**config.mk**
```make
export PLATFORM = sky130hd
export DESIGN_NAME = jump_target_gen
export DESIGN_NICKNAME = d
export VERILOG_FILES = /design/src/rtl/jtg_pkg.sv /design/src/rtl/jtg_skid_buf.sv /design/src/rtl/jump_target_gen.sv
export SDC_FILE = /design/constraint.sdc
export NUM_CORES = 1
export LEC_CHECK = 0
export CORE_MARGIN = 5
export CORE_UTILIZATION = 49
export DETAILED_ROUTE_END_ITERATION = 8
export PLACE_DENSITY = 0.78
export SLEW_MARGIN = 40
export SYNTH_ARGS = -nofsm -noshare
export SYNTH_HDL_FRONTEND = slang
export SYNTH_SLANG_ARGS = --single-unit
export TNS_END_PERCENT = 10
```
**constraint.sdc**
```tcl
create_clock -name Clk -period 3.19 [get_ports Clk]
set_input_delay 0.638 -clock Clk [delete_from_list [all_inputs] [get_ports Clk]]
set_output_delay 0.638 -clock Clk [all_outputs]
set_load 0.005 [all_outputs]
```
**src/rtl/jtg_pkg.sv**
```systemverilog
// Shared definitions for the jump/branch target generator:
// operation mode encodings and the result-buffer state encoding.
package jtg_pkg;

  // Request operation modes.
  localparam logic [1:0] MODE_J    = 2'd0;  // pseudo-direct jump
  localparam logic [1:0] MODE_BR   = 2'd1;  // PC-relative branch
  localparam logic [1:0] MODE_JR   = 2'd2;  // register jump
  localparam logic [1:0] MODE_RSVD = 2'd3;  // reserved, flagged as bad mode

  // Occupancy of the 2-entry result buffer.
  typedef enum logic [1:0] {
    BufEmpty = 2'd0,
    BufOne   = 2'd1,
    BufFull  = 2'd2
  } buf_state_e;

endpackage

```
**src/rtl/jtg_skid_buf.sv**
```systemverilog
// Two-entry valid/ready result buffer: a main output register plus one skid register.
// Ready depends only on occupancy (and reset), never on the downstream ready, so the
// upstream handshake is fully registered. Ordering is strictly FIFO.
module jtg_skid_buf
  import jtg_pkg::*;
#(
  parameter int unsigned W = 34
) (
  input  logic         i_clk,
  input  logic         i_rst,
  input  logic         i_valid,
  output logic         o_ready,
  input  logic [W-1:0] i_data,
  output logic         o_valid,
  input  logic         i_ready,
  output logic [W-1:0] o_data
);

  buf_state_e r_state;
  buf_state_e w_state_next;
  logic [W-1:0] r_out;
  logic [W-1:0] r_skid;

  logic w_accept;
  logic w_drain;
  logic w_load_out;
  logic w_load_skid;
  logic w_skid_to_out;

  // Handshake outputs derived from occupancy only; reset blocks acceptance.
  always_comb begin
    o_ready  = (r_state != BufFull) && !i_rst;
    o_valid  = (r_state != BufEmpty);
    o_data   = r_out;
    w_accept = i_valid && o_ready;
    w_drain  = o_valid && i_ready;
  end

  // Next-state and register-load decisions for the buffer.
  always_comb begin
    w_state_next  = r_state;
    w_load_out    = 1'b0;
    w_load_skid   = 1'b0;
    w_skid_to_out = 1'b0;
    case (r_state)
      BufEmpty: begin
        if (w_accept) begin
          w_state_next = BufOne;
          w_load_out   = 1'b1;
        end
      end
      BufOne: begin
        if (w_accept && !w_drain) begin
          w_state_next = BufFull;
          w_load_skid  = 1'b1;
        end else if (w_accept && w_drain) begin
          w_load_out = 1'b1;
        end else if (w_drain) begin
          w_state_next = BufEmpty;
        end
      end
      BufFull: begin
        // No accept possible here; draining promotes the skid entry.
        if (w_drain) begin
          w_state_next  = BufOne;
          w_skid_to_out = 1'b1;
        end
      end
      default: w_state_next = BufEmpty;
    endcase
  end

  // State and payload registers; reset discards both entries.
  always_ff @(posedge i_clk) begin
    if (i_rst) begin
      r_state <= BufEmpty;
      r_out   <= '0;
      r_skid  <= '0;
    end else begin
      r_state <= w_state_next;
      if (w_load_out) begin
        r_out <= i_data;
      end else if (w_skid_to_out) begin
        r_out <= r_skid;
      end
      if (w_load_skid) begin
        r_skid <= i_data;
      end
    end
  end

endmodule

```
**src/rtl/jump_target_gen.sv**
```systemverilog
// Pipelined jump/branch target generator for the BTB datapath.
// Computes J / BR / JR targets combinationally and registers them through a
// 2-entry skid buffer (latency 1, throughput 1/cycle).
// Build option: define JTG_PCHI_EN to fill J-mode upper bits from pc4 (MIPS
// pseudo-direct); otherwise they are zero (legacy zero-filled target).
module jump_target_gen
  import jtg_pkg::*;
#(
  parameter int unsigned AW = 32,
  parameter int unsigned IW = 26,
  parameter int unsigned OW = 16,
  parameter int unsigned SH = 2
) (
  input  logic          Clk,
  input  logic          Reset,
  input  logic          in_valid,
  output logic          in_ready,
  input  logic [1:0]    in_mode,
  input  logic [AW-1:0] in_pc,
  input  logic [IW-1:0] in_index,
  input  logic [OW-1:0] in_offset,
  input  logic [AW-1:0] in_reg,
  output logic          out_valid,
  input  logic          out_ready,
  output logic [AW-1:0] out_target,
  output logic          out_misalign,
  output logic          out_bad_mode
);

  localparam int unsigned PW = AW + 2;

  logic [AW-1:0] w_pc4;
  logic [AW-1:0] w_j_low;
  logic [AW-1:0] w_j_hi;
  logic [AW-1:0] w_off_ext;
  logic [AW-1:0] w_target;
  logic          w_misalign;
  logic          w_bad_mode;
  logic [PW-1:0] w_payload;
  logic [PW-1:0] w_out_payload;

  // Shared address terms: pc4, shifted jump index, sign-extended branch offset.
  always_comb begin
    w_pc4     = in_pc + (AW'(1) << SH);
    w_j_low   = AW'(in_index) << SH;
    w_off_ext = AW'($signed(in_offset));
`ifdef JTG_PCHI_EN
    // Keep only pc4 bits above the index field; mask is empty when IW+SH == AW.
    w_j_hi    = w_pc4 & ~((AW'(1) << (IW + SH)) - AW'(1));
`else
    w_j_hi    = '0;
`endif
  end

  // Per-mode target selection and flags.
  always_comb begin
    w_target   = '0;
    w_misalign = 1'b0;
    w_bad_mode = 1'b0;
    case (in_mode)
      MODE_J:  w_target = w_j_hi | w_j_low;
      MODE_BR: w_target = w_pc4 + (w_off_ext << SH);
      MODE_JR: begin
        w_target   = in_reg;
        w_misalign = |in_reg[SH-1:0];
      end
      default: w_bad_mode = 1'b1;
    endcase
    w_payload = {w_target, w_misalign, w_bad_mode};
  end

  jtg_skid_buf #(
    .W (PW)
  ) u_skid_buf (
    .i_clk   (Clk),
    .i_rst   (Reset),
    .i_valid (in_valid),
    .o_ready (in_ready),
    .i_data  (w_payload),
    .o_valid (out_valid),
    .i_ready (out_ready),
    .o_data  (w_out_payload)
  );

  // Unpack the registered payload onto the result ports.
  always_comb begin
    out_target   = w_out_payload[PW-1:2];
    out_misalign = w_out_payload[1];
    out_bad_mode = w_out_payload[0];
  end

endmodule
```
Yosys cells after proc, flatten, opt, wreduce, memory -nomap -nowiden
Index checks and enable logic that the tools add are counted.
{"block": "totals", "ff_bits": 70, "in_bits": 112, "elab_cells": 47}
{"block": "op_classes", "eq_ne": 9, "n_addsub": 2, "n_reduce_logical": 14, "mux": 19}
{"operator": "one-hot mux 32 bit (3 select lines)", "count": 1}
{"operator": "2-to-1 mux 34 bit", "count": 2}
{"operator": "adder 32 x 3 -> 32 bit (second input constant)", "count": 1}
{"operator": "adder 32 bit", "count": 1}
{"operator": "2-to-1 mux 2 bit", "count": 5}
{"operator": "2-to-1 mux 1 bit", "count": 9}
{"operator": "one-hot mux 2 bit (3 select lines)", "count": 1}
{"operator": "logical AND 1 bit", "count": 5}
{"operator": "equality test 2 x 1 -> 1 bit (second input constant)", "count": 2}
{"operator": "equality test 2 bit (second input constant)", "count": 2}
{"operator": "zero test 2 bit", "count": 2}
{"operator": "!= test 2 x 1 -> 1 bit (second input constant)", "count": 2}
{"operator": "AND reduction 4 bit", "count": 1}
{"operator": "nonzero test 2 bit", "count": 2}
{"operator": "!= test 3 x 1 -> 1 bit (second input constant)", "count": 1}
{"operator": "!= test 3 x 2 -> 1 bit (second input constant)", "count": 1}
{"operator": "OR reduction 3 bit", "count": 1}
{"operator": "zero test 1 bit", "count": 2}
{"operator": "!= test 2 bit (second input constant)", "count": 1}
{"operator": "one-hot mux 1 bit (2 select lines)", "count": 1}
{"operator": "OR reduction 2 bit", "count": 1}

Longest topological paths before layout
{"block": "logic_depth", "word_depth": 8, "mapped_depth": 14}

By module
From an unflattened synthesis, not the netlist that was laid out.
{"block": "hier_totals", "hier_cells": 714, "area_unflattened_um2": 5625.4}
{"module": "jtg_skid_buf", "n_inst": 1, "area_each_um2": 3066.7, "cells_each": 370, "seq_area_each_um2": 1401.3}
{"module": "jump_target_gen", "n_inst": 1, "area_each_um2": 2558.7, "cells_each": 344, "seq_area_each_um2": 0.0}

Worst setup path before layout
Ideal clock, no wire load.
{"block": "synth_timing", "path_kind": "input to register", "from": "in in_pc[3]", "to": "reg u_skid_buf.r_out[29] (netlist: u_skid_buf.o_data[29])", "slack_ns": 0.228, "cell_stages": 12, "n_path_buf": 0, "arrival_ns": 2.826, "setup_ns": 0.137, "path_cell_list": "ha_1 -> ha_1 -> inv_1 -> fa_1 -> nor2b_1 -> o31a_1 -> o21ai_1 -> a31o_2 -> a21oi_1 -> xor2_1 -> a222oi_1 -> o22ai_1"}
{"block": "synth_between", "elab_chain_cells": 4}
{"item": "start, declared", "line_no": "jump_target_gen.sv:19", "rtl": "input logic [AW-1:0] in_pc,"}
{"item": "adder 32 x 3 -> 32 bit", "line_no": "jump_target_gen.sv:44", "rtl": "w_pc4 = in_pc + (AW'(1) << SH);"}
{"item": "adder 32 bit", "line_no": "jump_target_gen.sv:62", "rtl": "MODE_BR: w_target = w_pc4 + (w_off_ext << SH);"}
{"item": "one-hot mux 32 bit (3 select lines)", "line_no": "jump_target_gen.sv:60", "rtl": "case (in_mode)"}
{"item": "2-to-1 mux 34 bit", "line_no": "jtg_skid_buf.sv:81", "rtl": "if (w_load_out) begin"}
{"item": "end signal, assigned", "line_no": "jtg_skid_buf.sv:82", "rtl": "r_out <= i_data;"}
{"item": "end signal, assigned", "line_no": "jtg_skid_buf.sv:84", "rtl": "r_out <= r_skid;"}
{"item": "end, declared", "line_no": "jtg_skid_buf.sv:21", "rtl": "logic [W-1:0] r_out;"}
Every way passes these cells.
A chain may end at the register's enable or synchronous reset.

Worst setup path in the final report
{"block": "layout_timing", "from": "in in_pc[11]", "to": "reg u_skid_buf.r_skid[30]"}
{"block": "layout_between", "elab_chain_cells": 3}
{"item": "adder 32 x 3 -> 32 bit", "line_no": "jump_target_gen.sv:44"}
{"item": "adder 32 bit", "line_no": "jump_target_gen.sv:62"}
{"item": "one-hot mux 32 bit (3 select lines)", "line_no": "jump_target_gen.sv:60"}
{"item": "end signal, assigned", "line_no": "jtg_skid_buf.sv:87", "rtl": "r_skid <= i_data;"}
{"item": "end, declared", "line_no": "jtg_skid_buf.sv:22", "rtl": "logic [W-1:0] r_skid;"}
Every way passes these cells.

==> qor.csv <==
metric;value;unit
outcome;finished, final reports clean;
Finished Layout Cells;1052;
Pleak;3.37;nW
share of layout cells above drive strength 1;23.0;%
commonest non-fill, non-tap cell in the layout;clkdlybuf4s50_1;
placed insts;1028;
initial antenna violation count;0;
largest net degree at the start of global routing;59;
top cells by area, synth;dfxtp_1 26%, ha_1 13%, a21oi_1 6.0%;
fin nets;1078;
area growth from synthesis to layout;57.0;%
GP Congestion;0.942;
Yosys top cell by area;dfxtp_1;
CTS buffer count;9;
Mapped Cells;675;
via count;6248;
DRC errors left;0;
most frequent cells in the layout;141 x clkdlybuf4s50_1, 114 x buf_4, 70 x dfxtp_1;
antenna viol nets, final;0;
Synth top area share;26.4;%
power density over cell area;364;nW/um^2
Least-Margin Pin Slew;848;ps
HP Class;register to register;
CP startpoint kind;input port;
Hold Vio Cnt, Final;0;
setup violators final;0;
Slew HR;43.3;%
final worst path period share;99.2;%
CTS Buffer Depth;2;
Die Footprint;13000;um^2
vias in the first global route;6194;
Max Cap Viol;0;
1st-pass router iterations;6;
WL per Instance;18.7;um
drt via density;5.94;
ys async rst share;0;%
number of synthesized flops with an enable pin;0;
count of cell types in the netlist;64;
Die H;114;um
gr ovfl total;0;
hold_ws;476;ps
core area;10700;um^2
most used cell, CP;buf_4;
total track usage;29.0;%
Final Core Density;77.6;%
# port buffers;147;
Fillers;764;
Die X-Extent;114;um
Detailed Route Iter0 Violations;671;
clk slew on worst S/H paths;70;ps
CP Class;input port to register;
Syn Nets;845;
Ports;148;
flip-flop and latch count after synthesis;70;
YS warnings;0;
register area share after synthesis;26.4;%
Tot Pwr;3.04;mW
Worst path slowest cell;clkdlybuf4s50_1;
row count;38;
Initial Util;49.4;%
crit path buf inv count;4;
CP cell instances;clkdlybuf4s50_1 -> ha_1 -> ha_4 -> a21oi_1 -> o21ai_1 -> a31oi_1 -> buf_4 -> a21boi_2 -> buf_4 -> o2111ai_2 -> o211a_1 -> mux2i_1 -> buf_4 -> a311oi_2;
Post-DP HPWL;14.7;mm
Antenna Cells;0;
worst path arrival time;3380;ps
required time of the critical path;3400;ps
fin crit period;3160;ps
Root Buffer;clkbuf_8;
crit-path max cell delay;410;ps
unrepaired setup endpoints after global routing;yes;
hold buffer count at cts;0;
worst skew pair latency;350;ps
WL final;19.7;mm
Synth Cell Area;5310;um^2
final slew viol count;0;
Max Freq;316;MHz
CTS tree;done;
Clock Skew;8.65;ps
clock sink count;70;
Post-synth top flop;dfxtp_1;
Peak VDD IR;0.000288;V
crit end category;register;
Crit Path Max Fanout;5;
syn avg cell area;7.87;um^2
crit-path leading delay family;compound AO/OA/AOI/OAI gates;
# H-tree levels;3;
first-pass GRT wire length;30.7;mm
per-stage QoR:
| step | cell area, um^2 | setup TNS, ps | worst slack [ps] |
|---|---|---|---|
| floorplan | 5310 | 0 | 228 |
| global placement | 7610 | -12220 | -524 |
| detailed placement | 7610 | -14370 | -501 |
| CTS | 7930 | -7.36 | -7.36 |
| global route | 8340 | -317 | -53.0 |
| finish | 8340 | 0 | 27.1 |
repair_timing:
| action | 4_1_cts | 5_1_grt |
|---|---|---|
| resized for setup | 15 | 60 |
| pin swaps | 7 | 47 |
| setup endpoints to repair | 13 | 39 |
| endpoints found under the hold margin | 0 | 0 |
| buffers inserted | 0 | 9 |
synth_stat cells (2+ instances only):
master and instances:
a31o_2 3, xor2_1 3, nand4_1 3, a221oi_1 2
a22oi_1 10, o211ai_1 6, o21ai_0 29, a31oi_1 10
o31a_1 2, nor2_1 64, ha_1 57, buf_2 11
a311oi_1 3, o21ai_2 2, dfxtp_1 70, a211o_1 2
a211oi_1 31, o211a_1 2, a2111oi_2 2, o21ai_1 12
o21a_1 3, buf_1 5, nand2_1 68, a21o_1 13
nand2b_1 9, a41oi_1 2, o22ai_1 11, a222oi_1 3
nand3_1 18, a22o_1 8, or2_2 2, and2_1 4
xnor2_1 13, mux2i_1 25, inv_1 18, nor2b_1 8
a21oi_1 64, clkbuf_1 24, nor3_1 12, nand3b_1 3
o2111ai_1 2, and3_1 13, o21bai_1 2
final cells by class:
cell class	count	area, um^2	share of cell area, %
well taps	140	175	2.10
clock buffers	10	138	1.65
clock inverters	5	83.8	1.01
multi-input cells	545	4100	49.1
flip-flops and latches	70	1400	16.8
repair buffers	264	2380	28.5
inverters	18	67.6	0.810
worst register-to-register path: cells and delay by family, from the launching register on:
| family | cells | cell delay (ps) |
|---|---|---|
| AND/OR/NAND/NOR | 3 | 870 |
| flip-flops | 1 | 400 |
| buffers and inverters | 1 | 320 |
| AO/OA/AOI/OAI | 2 | 310 |
per-layer routing:
layer | up-vias | share of wire (%) | GRT usage, %
met5 | - | 0 | 0
met4 | 0 | 1.8 | 8.39
met3 | 30 | 6.7 | 3.65
met2 | 268 | 48 | 48.6
met1 | 2982 | 43 | 39.3
li1 | 2968 | - | -
worst paths after layout:
path                                                    startpoint                                 end  slack [ps]  depth (start not counted)
worst max-delay path                                     in_pc[11]  u_skid_buf.r_skid[30]$_SDFFE_PP0P_          30                         14
worst min-delay path            u_skid_buf.r_skid[19]$_SDFFE_PP0P_  u_skid_buf.o_data[19]$_SDFFE_PP0P_         480                          2
worst max register to register  u_skid_buf.r_state[1]$_SDFFE_PP0P_  u_skid_buf.o_data[14]$_SDFFE_PP0P_        1140                          6
worst min register to register  u_skid_buf.r_skid[19]$_SDFFE_PP0P_  u_skid_buf.o_data[19]$_SDFFE_PP0P_         480                          2
report_power, final:
| part | internal (mW) | switching [mW] |
|---|---|---|
| sequential | 0.916 | 0.0264 |
| combinational | 0.685 | 0.619 |
| clock | 0.458 | 0.333 |
| total | 2.06 | 0.979 |
registers in the layout, indices dropped and copies added, names as in the netlist:
| name | flops |
|---|---|
| u_skid_buf.o_data | 34 |
| u_skid_buf.r_skid | 34 |
| u_skid_buf.r_state | 2 |
kinds of logic (layout without fill, tap and decap cells):
| group | Yosys count | in the layout | synth area share (%) |
|---|---|---|---|
| AO/OA/AOI/OAI | 237 | 237 | 29.8 |
| AND/OR/NAND/NOR | 208 | 208 | 17.8 |
| flip-flops | 70 | 70 | 26.4 |
| buffers and inverters | 60 | 297 | 4.71 |
| adder cells (fa/ha/maj) | 58 | 58 | 13.8 |
| multiplexers | 26 | 26 | 4.92 |
| XOR/XNOR | 16 | 16 | 2.64 |
(Power assumes the default switching activity.)
